[config.mk]
export PLATFORM = sky130hd
export DESIGN_NAME = multi_cycle_ctrl
export DESIGN_NICKNAME = d
export VERILOG_FILES = /design/src/rtl/multi_cycle_ctrl.sv
export SDC_FILE = /design/constraint.sdc
export NUM_CORES = 1
export LEC_CHECK = 0
export ABC_AREA = 1
export CORE_AREA = 2 2 49 51
export CTS_CLUSTER_SIZE = 14
export DETAILED_ROUTE_END_ITERATION = 10
export DIE_AREA = 0 0 51 53
export PLACE_DENSITY_LB_ADDON = 0.2
export SYNTH_ARGS = -nofsm -noshare
export SYNTH_HDL_FRONTEND = slang
export SYNTH_SLANG_ARGS = --single-unit
[constraint.sdc]
create_clock -name clk -period 1.4 [get_ports clk]
set_clock_uncertainty 0.15 [all_clocks]
set_input_delay 0.21 -clock clk [delete_from_list [all_inputs] [get_ports clk]]
set_output_delay 0.21 -clock clk [all_outputs]
set_load 0.05 [all_outputs]
[src/rtl/multi_cycle_ctrl.sv]
// Multi-cycle MIPS-subset control unit: Moore FSM with registered control outputs.
// Outputs are forced low while rst is high, so a reset mid-instruction also cancels that cycle's writes.
module multi_cycle_ctrl (
    input  logic       clk,
    input  logic       rst,
    input  logic [5:0] op,
    input  logic [5:0] funct,
    input  logic       zero,
    output logic       pcwr,
    output logic [1:0] pcsrc,
    output logic       irwr,
    output logic       regwe,
    output logic       regdst,
    output logic [1:0] wbsel,
    output logic       alusrc,
    output logic       extop,
    output logic [2:0] aluop,
    output logic       memwr,
    output logic [2:0] state
);

    typedef enum logic [2:0] {
        FETCH = 3'b000,
        DCD   = 3'b001,
        EXE   = 3'b010,
        MRD   = 3'b011,
        MWR   = 3'b100,
        WB    = 3'b101,
        BR    = 3'b110,
        JMP   = 3'b111
    } state_t;

    localparam logic [5:0] OP_RTYPE = 6'b000000;
    localparam logic [5:0] OP_ORI   = 6'b001101;
    localparam logic [5:0] OP_LW    = 6'b100011;
    localparam logic [5:0] OP_SW    = 6'b101011;
    localparam logic [5:0] OP_BEQ   = 6'b000100;
    localparam logic [5:0] OP_LUI   = 6'b001111;
    localparam logic [5:0] OP_J     = 6'b000010;
    localparam logic [5:0] FN_ADDU  = 6'b100001;
    localparam logic [5:0] FN_SUBU  = 6'b100011;

    localparam logic [1:0] PC_SEQ  = 2'b00;
    localparam logic [1:0] PC_BR   = 2'b01;
    localparam logic [1:0] PC_JMP  = 2'b10;
    localparam logic [1:0] WB_ALU  = 2'b00;
    localparam logic [1:0] WB_MEM  = 2'b01;
    localparam logic [1:0] WB_LUI  = 2'b10;
    localparam logic [2:0] ALU_ADD = 3'b000;
    localparam logic [2:0] ALU_SUB = 3'b001;
    localparam logic [2:0] ALU_OR  = 3'b010;
    localparam logic [2:0] ALU_FN  = 3'b011;

    logic is_rtype, is_ori, is_lw, is_sw, is_beq, is_lui, is_j, funct_ok;

    assign is_rtype = (op == OP_RTYPE);
    assign is_ori   = (op == OP_ORI);
    assign is_lw    = (op == OP_LW);
    assign is_sw    = (op == OP_SW);
    assign is_beq   = (op == OP_BEQ);
    assign is_lui   = (op == OP_LUI);
    assign is_j     = (op == OP_J);
    assign funct_ok = (funct == FN_ADDU) || (funct == FN_SUBU);

    state_t     state_reg, state_next;
    logic       pcwr_reg, pcwr_next;
    logic [1:0] pcsrc_reg, pcsrc_next;
    logic       irwr_reg, irwr_next;
    logic       regwe_reg, regwe_next;
    logic       regdst_reg, regdst_next;
    logic [1:0] wbsel_reg, wbsel_next;
    logic       alusrc_reg, alusrc_next;
    logic       extop_reg, extop_next;
    logic [2:0] aluop_reg, aluop_next;
    logic       memwr_reg, memwr_next;
    logic       br_reg, br_next;

    always_comb begin
        state_next = FETCH;
        case (state_reg)
            FETCH: state_next = DCD;
            DCD: begin
                if (is_rtype || is_ori || is_lw || is_sw)
                    state_next = EXE;
                else if (is_lui)
                    state_next = WB;
                else if (is_beq)
                    state_next = BR;
                else if (is_j)
                    state_next = JMP;
                else
                    state_next = FETCH;
            end
            EXE: begin
                if (is_lw)
                    state_next = MRD;
                else if (is_sw)
                    state_next = MWR;
                else
                    state_next = WB;
            end
            MRD:     state_next = WB;
            default: state_next = FETCH;
        endcase
    end

    // Outputs are decoded from the state being entered, so they are valid from the first cycle of that state.
    always_comb begin
        pcwr_next   = 1'b0;
        pcsrc_next  = PC_SEQ;
        irwr_next   = 1'b0;
        regwe_next  = 1'b0;
        regdst_next = 1'b0;
        wbsel_next  = WB_ALU;
        alusrc_next = 1'b0;
        extop_next  = 1'b0;
        aluop_next  = ALU_ADD;
        memwr_next  = 1'b0;
        br_next     = 1'b0;
        case (state_next)
            FETCH: begin
                irwr_next = 1'b1;
                pcwr_next = 1'b1;
            end
            EXE: begin
                alusrc_next = !is_rtype;
                extop_next  = is_lw || is_sw;
                if (is_rtype)
                    aluop_next = ALU_FN;
                else if (is_ori)
                    aluop_next = ALU_OR;
                else
                    aluop_next = ALU_ADD;
            end
            MWR: memwr_next = 1'b1;
            WB: begin
                regwe_next  = !is_rtype || funct_ok;
                regdst_next = is_rtype;
                if (is_lw)
                    wbsel_next = WB_MEM;
                else if (is_lui)
                    wbsel_next = WB_LUI;
                else
                    wbsel_next = WB_ALU;
            end
            BR: begin
                aluop_next = ALU_SUB;
                pcsrc_next = PC_BR;
                br_next    = 1'b1;
            end
            JMP: begin
                pcwr_next  = 1'b1;
                pcsrc_next = PC_JMP;
            end
            default: ;
        endcase
    end

    // Reset parks the FSM in FETCH with FETCH's outputs preloaded; the output mask hides them until release.
    always_ff @(posedge clk) begin
        if (rst) begin
            state_reg  <= FETCH;
            pcwr_reg   <= 1'b1;
            pcsrc_reg  <= PC_SEQ;
            irwr_reg   <= 1'b1;
            regwe_reg  <= 1'b0;
            regdst_reg <= 1'b0;
            wbsel_reg  <= WB_ALU;
            alusrc_reg <= 1'b0;
            extop_reg  <= 1'b0;
            aluop_reg  <= ALU_ADD;
            memwr_reg  <= 1'b0;
            br_reg     <= 1'b0;
        end else begin
            state_reg  <= state_next;
            pcwr_reg   <= pcwr_next;
            pcsrc_reg  <= pcsrc_next;
            irwr_reg   <= irwr_next;
            regwe_reg  <= regwe_next;
            regdst_reg <= regdst_next;
            wbsel_reg  <= wbsel_next;
            alusrc_reg <= alusrc_next;
            extop_reg  <= extop_next;
            aluop_reg  <= aluop_next;
            memwr_reg  <= memwr_next;
            br_reg     <= br_next;
        end
    end

    // The branch decision uses zero as it is during BR, so it cannot be registered ahead of time.
    assign pcwr   = !rst && (pcwr_reg || (br_reg && zero));
    assign pcsrc  = rst ? 2'b00 : pcsrc_reg;
    assign irwr   = !rst && irwr_reg;
    assign regwe  = !rst && regwe_reg;
    assign regdst = !rst && regdst_reg;
    assign wbsel  = rst ? 2'b00 : wbsel_reg;
    assign alusrc = !rst && alusrc_reg;
    assign extop  = !rst && extop_reg;
    assign aluop  = rst ? 3'b000 : aluop_reg;
    assign memwr  = !rst && memwr_reg;
    assign state  = rst ? 3'b000 : state_reg;

endmodule

Word level (Yosys, flattened, before mapping)
Index checks and enable logic that the tools add are counted.
- reduce and logical (&&, ||, !) cells: 24
- equal/unequal tests: 16
- bitwise gates (word level): 2
- mux-type cells: 21
- operator list (cell ; count):
    6-bit == test, second input constant ; 4
    3-bit two-way mux ; 7
    3-bit == test, second input constant ; 4
    6-bit by 4-bit == test with 1-bit output, second input constant ; 2
    3-bit case mux with 4 select lines ; 1
    2-bit two-way mux ; 5
    3-bit by 2-bit == test with 1-bit output, second input constant ; 3
    1-bit logical AND ; 8
    2-bit case mux with 2 select lines ; 2
    1-bit logical OR ; 7
    6-bit by 2-bit == test with 1-bit output, second input constant ; 1
    6-bit by 3-bit == test with 1-bit output, second input constant ; 1
    3-bit zero test ; 2
    6-bit zero test ; 1
    1-bit two-way mux ; 6
    2-bit OR reduction ; 3
    3-bit by 1-bit == test with 1-bit output, second input constant ; 1
    3-bit OR reduction ; 1
    1-bit zero test ; 2
    1-bit inverter ; 2
- input port bits: 15
- register bits: 18
- output and inout port bits: 17
- word-level logic and storage cells: 76

Depth between registers and ports, before layout
Gate-level depths: netlist (run 1).
- depth after elaboration: 9
- gate-level depth with buffers: 11
- mapped depth without buffers: 11

Least setup slack after synthesis (run 1)
OpenSTA, ideal clock, no wires.
- path kind: in2out
- from: input rst
- to: output aluop[0]
- cell stages on the path: 3
- path buffers: 2
- arrival: 1280 ps
- required time: 1040 ps
- setup slack: -240 ps
- cell sequence: clkbuf_1 buf_1 nor2_1
- cells in the longest elaborated chain, start to end: 1
- RTL lines (what ; line ; source):
    start, declared ; 5 ; input logic rst,
    3-bit two-way mux ; 199 ; assign aluop = rst ? 3'b000 : aluop_reg;
    end, declared ; 17 ; output logic [2:0] aluop,
Every way passes these cells.

Worst setup path in the final report (run 1)
- from: input op[2]
- to: register memwr_reg
- cells in the longest elaborated chain, start to end: 8
- elaborated cells on any way between the ends: 19
- classes of those cells: eq/ne: 7; mux: 8; reduce/logical: 4
- RTL lines (what ; line ; source):
    start, declared ; 6 ; input logic [5:0] op,
    6-bit by 2-bit == test with 1-bit output (tied with other cells) ; 62 ; assign is_j = (op == OP_J);
    3-bit two-way mux / 1-bit logical OR (equally long branches) ; 89, 83 ;
    3-bit two-way mux / 1-bit logical OR (equally long branches) ; 87, 83 ;
    3-bit two-way mux / 1-bit logical OR (equally long branches) ; 85, 83 ;
    3-bit two-way mux ; 83 ; if (is_rtype || is_ori || is_lw || is_sw)
    3-bit case mux with 4 select lines * ; 80 ; case (state_reg)
    3-bit == test * ; 120 ; case (state_next)
    1-bit two-way mux * ; 120 ;
    end signal, assigned ; 185 ; memwr_reg <= memwr_next;
    end, declared ; 75 ; logic memwr_reg, memwr_next;
Every way passes the cells marked *; elsewhere a longest branch is shown, timed or not.
A chain may end at the register's enable or synchronous reset.

==> out/results.tsv, run 1 <==
stage	metric	value	unit
die	dieArea	2703	um^2
worst_setup_path	worstPathArrival	1650	ps
global_route	grt_pass1_wl	5078	um
logic_synthesis	ys.flop_type	dfxtp_1	
hold_path	hp-class	in -> reg	
die	die_w	51	um
logic_synthesis	synth_nets	148	
cells_and_area	mostFrequentLayoutCells	inv_1, nor2_4, buf_12	
sta	hold_viol	0	
power_and_ir_drop	leakage	0.8059	nW
clock_network	cts.sinks	17	
placed_design	dp_slack	-519.5	ps
cells_and_area	largest_reg_flops	3	
placed_design	portBuffers	29	
sta	setup_ws	-166.5	ps
cells_and_area	final_common_cell	inv_1	
worst_setup_path	crit_type	in -> reg	
sta	slew_viol_final	0	
clock_network	clock_latency	320	ps
route	drt-total-wl	3770	um
global_route	grt_overflow	0	
global_route	grt_pass1_vias	1105	
logic_synthesis	ys_types	23	
sta	hold_slack	255.9	ps
cells_and_area	layout-drive-gt1-share	0.5549	
cells_and_area	area_delta_synth_final	105.3	%
clock_network	htree_levels	1	
sta	setup_violations	19	
die	dieHeight	53	um
route	drt-initial-drc-count	26	
die	rows	17	
sta	rsz0062_at_grt	yes	
route	avgViaCountPerCell	5.243	
clock_network	cts_buffer_depth	2	
clock_network	cts.clk_slew.worst_paths	120	ps
route	wl_per_cell	17.95	um
die	ios	32	
logic_synthesis	synth_seq_area_share	0.3778	
clock_network	holdBufCountCts	0	
global_route	grt_max_degree	11	
worst_setup_path	start_kind	input pin	
cells_and_area	nets	198	
worst_setup_path	worstSetupEndpointType	flop	
sta	period_needed	1566	ps
die	core	2148	um^2
job	max-cap-violations	0	
worst_setup_path	crit_required	1490	ps
logic_synthesis	netlist_instances	133	
route	vias	1101	
power_and_ir_drop	vdd_drop_max	503.4	uV
sta	fin_crit_sh	1.119	
logic_synthesis	synth_edf_count	0	
route	dr.pass1.iters	4	
global_route	grt_usage	0.2636	
sta	fmax	638.4	MHz
route	antenna_left	0	
run_status	status	finished, violations left	
placed_design	finalWeightedCongestion	0.8246	
placed_design	placed_cells	199	
global_route	antenna_found_initial	0	
clock_network	cts_root_buffer	clkbuf_4	
power_and_ir_drop	power_density	600.9	nW/um^2
logic_synthesis	syn-cell-area	900.9	um^2
die	start_util	0.4193	
logic_synthesis	async_flop_share	0	
worst_setup_path	rr_worst_depth	7	
route	drc	0	
sta	setup_tns	-2025	ps
logic_synthesis	yosysWarnings	0	
clock_network	cts_tree	done	
placed_design	dp_hpwl	1710	um
logic_synthesis	ys_seq_elements	17	
logic_synthesis	syn-mean-instance-area	6.773	um^2
cells_and_area	num_antenna_cells	0	
hold_path	worstHoldPathCells	5	
clock_network	cts_made_buffers	3	
run_status	violations	setup timing	
worst_setup_path	critPathMaxFanout	5	
cells_and_area	instances_no_fill	210	
[worst max-delay path, cell delays in order]
cell	delay, ps
dlygate4sd2_1	300
nand2_1	110
inv_1	70
nand3_1	110
nand2_1	90
nor2_1	120
nand2_1	100
nand2_2	130
nand2_4	110
buf_4	170
nor3_2	140
[layer usage]
layer	GRT usage	part of all wire	wire (um)	up-vias
met5	0	0	0	-
met4	0.1667	0.044	165	0
met3	0.04802	0.053	200	20
met2	0.4978	0.56	2094	60
met1	0.2647	0.35	1308	522
li1	-	-	-	499
[worst paths after layout]
check	from	to	slack, ps
worst max-delay path	op[2]	memwr_reg$_SDFF_PP0_	-170
worst min-delay path	op[3]	regdst_reg$_SDFF_PP0_	260
worst max register to register	state_reg[2]$_SDFF_PP0_	regwe_reg$_SDFF_PP0_	-130
worst min register to register	state_reg[2]$_SDFF_PP0_	state_reg[1]$_SDFF_PP0_	710
[Yosys cell counts, types with 2 or more instances]
| library cell | number | area share |
|---|---|---|
| nor2_4 | 3 | 0.037 |
| nand3_2 | 3 | 0.033 |
| inv_2 | 4 | 0.017 |
| nor3_2 | 2 | 0.022 |
| nor3_1 | 5 | 0.028 |
| nand3_1 | 12 | 0.067 |
| nand2_1 | 16 | 0.067 |
| nor2_1 | 28 | 0.12 |
| dfxtp_1 | 17 | 0.38 |
| inv_1 | 30 | 0.13 |
[cell families after synthesis]
group | Yosys count | share of synthesized area
AND/OR/NAND/NOR | 74 | 0.4195
other | 1 | 0.004163
buffers and inverters | 37 | 0.1583
AO/OA/AOI/OAI | 4 | 0.04028
flip-flops | 17 | 0.3778
[repair_timing]
action,CTS,global route
gates resized for setup,53,25
pin swaps,3,6
setup endpoints to repair,33,23
setup buffers,3,2
endpoints found under the hold margin,0,0
gates cloned,2,0
[final cells by class]
class	count	area, um^2
multi-input combinational	80	676.9
timing repair buffer	47	623.1
sequential	17	354.1
fill	110	299.0
inverter	34	132.6
tap	28	35.03
clock buffer	3	22.52
clock inverter	1	5.005
[metrics by stage]
stage               utilization  cell area, um^2  power (mW)
floorplan                     -            932.1      0.6333
global placement         0.7001             1504      0.7407
detailed placement       0.7001             1504      0.7476
CTS                      0.8142             1749       1.059
global route             0.8608             1849       1.153
finish                   0.8608             1849       1.111
[power by group]
part / internal [mW] / leakage, nW / switching, mW / total, mW
clock network: 0.107 / 0.0177 / 0.183 / 0.290
logic: 0.135 / 0.648 / 0.183 / 0.318
registers: 0.492 / 0.140 / 0.0113 / 0.504
total: 0.735 / 0.806 / 0.377 / 1.11
No activity file was read; power rests on OpenSTA's default activity.
==> run 2: changes to the inputs <==
- PLACE_DENSITY: default -> 0.75
- PLACE_DENSITY_LB_ADDON: 0.2 -> default
==> run 2 against run 1 <==
The run still ends with setup timing left. Flip-flop and latch count is the same. Final area shrank 7.8%. Register-to-register slack gained 40 ps. Critical path type is now reg -> reg. Critical endpoint is now aluop_reg[0]$_SDFF_PP0_. Largest cell class is now non-clock buffers. Largest power group unchanged.
==> out/results.tsv, run 2 (synthesis results as in run 1) <==
stage	metric	value	unit	change
hold_path	hp-class	in -> reg		
placed_design	portBuffers	29		unchanged
route	drt-initial-drc-count	24		-7.7%
worst_setup_path	rr_startpoint	state_reg[2]$_SDFF_PP0_		
power_and_ir_drop	p_switching	0.3333	mW	-12%
run_status	status	finished, violations left		
run_status	violations	setup timing		
power_and_ir_drop	seqPwrFrac	0.478		+0.025
sta	hold_slack	193.9	ps	-61.93 ps
cells_and_area	final_area	1704	um^2	-7.8%
placed_design	finalWeightedCongestion	0.7947		-3.6%
power_and_ir_drop	leakage	0.7592	nW	-5.8%
route	avgViaCountPerCell	5.102		-2.7%
clock_network	cts_tree	done		
sta	slew_viol_final	0		unchanged
route	antenna_left	0		unchanged
route	wl_per_cell	14.65	um	-18%
cells_and_area	num-fill-cells	138		+25%
worst_setup_path	critPathSlowestCell	dfxtp_4		
sta	fmax	670.5	MHz	+5.0%
cells_and_area	mostFrequentLayoutCells	inv_1, buf_12, dfxtp_1		
worst_setup_path	rrSetupSlack	-90	ps	+40 ps
job	max-cap-violations	0		unchanged
route	drc	0		unchanged
placed_design	dp_hpwl	1701	um	-0.50%
power_and_ir_drop	p_int	0.7189	mW	-2.1%
route	dr.pass1.iters	4		unchanged
worst_setup_path	endpoint	aluop_reg[0]$_SDFF_PP0_		
placed_design	postPlaceCellArea	1489	um^2	-1.0%
worst_setup_path	crit_type	reg -> reg		
cells_and_area	area_delta_synth_final	89.17	%	
die	ios	32		unchanged
power_and_ir_drop	combPwrFrac	0.269		-0.017
power_and_ir_drop	power_density	617.4	nW/um^2	+2.7%
worst_setup_path	crit_buf_inv	1		-2
clock_network	holdBufCountCts	0		unchanged
sta	rsz0062_at_grt	yes		
worst_setup_path	cp_top_family	simple AND/OR/NAND/NOR gates		
worst_setup_path	critPathMaxFanout	6		+1
route	dr_wl_met3	156	um	-22%
power_and_ir_drop	power	1.052	mW	-5.3%
global_route	grt_pass1_vias	1006		-9.0%
worst_setup_path	worstPathArrival	1590	ps	-60 ps
worst_setup_path	rr_worst_depth	6		-1
cells_and_area	largest_reg_flops	3		unchanged
clock_network	cts_root_buffer	clkbuf_4		
sta	period_needed	1491	ps	-75.13 ps
worst_setup_path	crit_required	1500	ps	about the same
worst_setup_path	worstSetupEndpointType	flop		
worst_setup_path	cp-startpoint	state_reg[2]$_SDFF_PP0_		
global_route	grt_pass1_wl	4436	um	-13%
sta	hold_viol	0		unchanged
worst_setup_path	r2r-end	aluop_reg[0]$_SDFF_PP0_		
worst_setup_path	max_stage_delay	390	ps	+90 ps
die	start_util	0.4193		unchanged
sta	setup_ws	-91.34	ps	+75.13 ps
power_and_ir_drop	vdd_drop_max	642.8	uV	+28%
global_route	grt_max_degree	11		unchanged
global_route	grt_usage	0.2251		-0.03846
worst_setup_path	critical_path.cell_chain	nor3_4 -> nand3_1 -> nand2_4 -> buf_4 -> nand4_1 -> nand2_1		
worst_setup_path	start_kind	flop		
route	top_layer_used	met4		
cells_and_area	num_antenna_cells	0		unchanged
die	die_w	51	um	unchanged
route	vias	1051		-4.5%
worst_setup_path	cp_num_cells	6		-5
cells_and_area	layout-drive-gt1-share	0.4944		-0.06056
route	wirelength_met1	1142	um	-13%
die	core	2148	um^2	unchanged
cells_and_area	final_common_cell	inv_1		
cells_and_area	fin_util	0.7932		-0.06756
die	dieArea	2703	um^2	unchanged
power_and_ir_drop	sw_frac_of_total	0.3168		-0.02228
clock_network	cts.sinks	17		unchanged
global_route	antenna_found_initial	0		unchanged
clock_network	cts_made_buffers	3		unchanged
route	drt-total-wl	3017	um	-20%
cells_and_area	nets	194		-2.0%
clock_network	clock_latency	300	ps	-20 ps
route	routed-wl-met2	1571	um	-25%
clock_network	cts_buffer_depth	2		unchanged
power_and_ir_drop	clkPwrFrac	0.252		-0.009
global_route	grt_overflow	0		unchanged
sta	setup_violations	17		-2
clock_network	htree_levels	1		unchanged
die	dieHeight	53	um	unchanged
clock_network	cts.clk_slew.worst_paths	100	ps	-20 ps
die	rows	17		unchanged
sta	fin_crit_sh	1.065		-0.05366
## run 2: final cells by class
cell class	count	area, um^2	share of cell area
timing repair buffer	44	590.6	0.3465
clock buffer	3	22.52	0.01322
clock inverter	1	5.005	0.002937
sequential	17	351.6	0.2063
tap	28	35.03	0.02056
inverter	34	132.6	0.07783
multi-input combinational	79	566.8	0.3326
## run 2: power groups by stage
stage	registers, mW	logic (mW)	clock network [mW]
2_1_floorplan	0.511	0.122	0
3_3_place_gp	0.512	0.223	0
3_5_place_dp	0.513	0.232	0
4_1_cts	0.502	0.265	0.265
5_1_grt	0.504	0.299	0.300
6_report	0.503	0.283	0.265
## run 2: worst register-to-register path: cells and delay by family (launching register included)
kind | cells | cell delay [ps]
DFF | 1 | 390
buffers and inverters | 1 | 150
and+or+nand+nor | 5 | 750
## run 2: layer usage
metal | vias to the layer above | global-route usage
li1 | 487 | -
met1 | 497 | 0.2357
met2 | 50 | 0.4026
met3 | 17 | 0.06780
met4 | 0 | 0.1216
met5 | - | 0
## run 2: what timing repair did
item	in CTS	in global routing
setup buffers	3	1
cloned	1	0
pin swaps	2	2
endpoints found under the hold margin	0	0
endpoints found under the setup margin	32	23
gates resized for setup	38	20
## run 2: how the worst min path moves through the flow
stage                            startpoint                      end  slack [ps]  cells past startpoint
finish                                  rst  state_reg[0]$_SDFF_PP0_         190                      3
global route                            rst  state_reg[0]$_SDFF_PP0_         190                      3
CTS                                   op[0]    regdst_reg$_SDFF_PP0_         380                      5
detailed placement  state_reg[0]$_SDFF_PP0_  state_reg[0]$_SDFF_PP0_         500                      3
global placement    state_reg[0]$_SDFF_PP0_  state_reg[0]$_SDFF_PP0_         480                      3
floorplan                               rst  state_reg[0]$_SDFF_PP0_         130                      1
## run 2: through the flow
| stage | setup TNS, ps | cells | setup slack [ps] |
|---|---|---|---|
| 6_report | -813.4 | 206 | -91.34 |
| 5_1_grt | -1684 | 206 | -135.4 |
| 4_1_cts | -87.47 | 205 | -35.38 |
| 3_5_place_dp | -9813 | 197 | -517.5 |
| 3_3_place_gp | -8441 | 197 | -432.1 |
| 2_1_floorplan | -453.7 | 133 | -41.42 |
==> run 3: changes to the inputs <==
- clock period: 1.4 -> 1.5 ns (I/O delays scaled with it)
==> run 3 against run 2 <==
The run still ends with setup timing left. Clock-buffer cell count increased by 1. Flip-flop and latch count unchanged. Fmax fell by 2.0%. Combinational power decreased by 13%.
==> out/results.tsv, run 3 (synthesis results as in run 1) <==
stage	metric	value	unit	change
sta	setup_ws	-21.30	ps	+70.04 ps
cells_and_area	area_delta_synth_final	86.81	%	
worst_setup_path	crit_buf_inv	1		unchanged
worst_setup_path	worstSetupEndpointType	flop		
die	rows	17		unchanged
die	ios	32		unchanged
placed_design	finalWeightedCongestion	0.8151		+2.6%
route	wl_per_cell	14.20	um	-3.0%
placed_design	placed_cells	197		unchanged
clock_network	cts_buffer_depth	2		unchanged
worst_setup_path	start_kind	flop		
die	dieArea	2703	um^2	unchanged
route	vias	1018		-3.1%
job	max-cap-violations	0		unchanged
worst_setup_path	crit_type	reg -> reg		
worst_setup_path	max_stage_delay	400	ps	about the same
worst_setup_path	critPathMaxFanout	4		-2
run_status	violations	setup timing		
cells_and_area	largest_reg_flops	3		unchanged
die	die_w	51	um	unchanged
cells_and_area	num-fill-cells	141		+2.2%
global_route	grt_pass1_wl	4105	um	-7.5%
cells_and_area	layout-drive-gt1-share	0.4375		-0.05688
global_route	grt_max_degree	11		unchanged
die	start_util	0.4193		unchanged
clock_network	htree_levels	1		unchanged
worst_setup_path	cp_top_family	simple AND/OR/NAND/NOR gates		
power_and_ir_drop	power_density	577.8	nW/um^2	-6.4%
cells_and_area	multiInputGateArea	591.8	um^2	+4.4%
route	antenna_left	0		unchanged
cells_and_area	register_area	349.1	um^2	-0.71%
worst_setup_path	critical_path.cell_chain	inv_1 -> nand3_1 -> nand2_1 -> a21oi_2 -> nor2_1 -> nand3_1 -> nand2_1		
worst_setup_path	critPathSlowestCell	dfxtp_4		
clock_network	clock_latency	300	ps	about the same
sta	period_needed	1521	ps	+29.96 ps
route	drt-initial-drc-count	28		+17%
hold_path	hp-class	in -> reg		
clock_network	cts.clk_slew.worst_paths	100	ps	about the same
global_route	grt_pass1_vias	984		-2.2%
placed_design	portBuffers	29		unchanged
global_route	grt_usage	0.2070		-0.01811
global_route	antenna_found_initial	0		unchanged
run_status	status	finished, violations left		
route	drt-total-wl	2897	um	-4.0%
power_and_ir_drop	leakage	0.7403	nW	-2.5%
worst_setup_path	worstPathArrival	1570	ps	-20 ps
route	dr.pass1.iters	4		unchanged
route	drc	0		unchanged
die	core	2148	um^2	unchanged
sta	fmax	657.3	MHz	-2.0%
cells_and_area	nets	192		-1.0%
clock_network	cts.sinks	17		unchanged
sta	rsz0062_at_grt	yes		
clock_network	cts_root_buffer	clkbuf_4		
sta	hold_viol	0		unchanged
cells_and_area	mostFrequentLayoutCells	inv_1, nor2_4, buf_12		
sta	slew_viol_final	0		unchanged
power_and_ir_drop	vdd_drop_max	570.6	uV	-11%
worst_setup_path	crit_required	1540	ps	+40 ps
clock_network	cts_tree	done		
die	dieHeight	53	um	unchanged
global_route	grt_overflow	0		unchanged
sta	setup_violations	1		-16
sta	fin_crit_sh	1.014		-0.05104
placed_design	dp_hpwl	1860	um	+9.3%
clock_network	cts_made_buffers	3		unchanged
sta	hold_slack	249.5	ps	+55.55 ps
cells_and_area	num_antenna_cells	0		unchanged
cells_and_area	final_common_cell	inv_1		
route	avgViaCountPerCell	4.990		-2.2%
cells_and_area	instances_no_fill	204		-0.97%
[run 3: cell count changes in the layout (fill, tap and decap cells not counted), sizes merged]
cell | before | now
buf | 31 | 28
clkbuf | 5 | 4
clkdlybuf4s50 | 5 | 6
clkinv | 1 | 0
dlygate4sd2 | 4 | 5
nand2 | 17 | 18
[run 3: per-layer routing]
metal	track usage	vias to the layer above	wire length, um
met3	0.03672	18	107
met5	0	-	0
met2	0.3723	45	1597
met1	0.2166	472	1035
met4	0.1486	0	156
li1	-	483	-
[run 3: final timing paths]
path                           start                      end  slack, ps  cells after the start
max reg2reg  state_reg[2]$_SDFF_PP0_  aluop_reg[0]$_SDFF_PP0_        -20                      7
max          state_reg[2]$_SDFF_PP0_  aluop_reg[0]$_SDFF_PP0_        -20                      7
min                              rst  pcsrc_reg[1]$_SDFF_PP0_        250                      3
min reg2reg  state_reg[0]$_SDFF_PP0_  state_reg[0]$_SDFF_PP0_        540                      3
[run 3: stage by stage]
stage | util | cell area, um^2 | setup slack, ps | power [mW] | TNS, ps
detailed placement | 0.6733 | 1446 | -462.1 | 0.6855 | -7633
global placement | 0.6733 | 1446 | -383.3 | 0.6777 | -6276
CTS | 0.7065 | 1518 | -78.29 | 0.9277 | -716.2
finish | 0.7833 | 1683 | -21.30 | 0.9724 | -21.30
floorplan | - | 900.9 | -170.5 | 0.5848 | -1705
global route | 0.7833 | 1683 | -84.87 | 1.006 | -526.9
[run 3: cell type report]
| cell class | instances | share of cell area |
|---|---|---|
| multi-input combinational | 80 | 0.3517 |
| timing repair buffer | 41 | 0.3286 |
| sequential | 17 | 0.2074 |
| inverter | 34 | 0.07584 |
| tap | 28 | 0.02082 |
| clock buffer | 4 | 0.01561 |
[run 3: worst min-delay path, cell delays in order]
cell and delay, ps:
dlymetal6s2s_1 170, buf_6 180, nor2_1 100
[run 3: what timing repair did]
item	4_1_cts	5_1_grt
cloned	1	0
hold buffers	0	0
pin swaps	3	1
gates resized for setup	22	39
setup buffers	0	2
endpoints found under the setup margin	32	31
[run 3: power breakdown]
group | switching (mW) | leakage, nW | internal, mW
sequential | 0.00914 | 0.140 | 0.459
clock | 0.154 | 0.0150 | 0.104
combinational | 0.145 | 0.586 | 0.101
total | 0.308 | 0.740 | 0.664
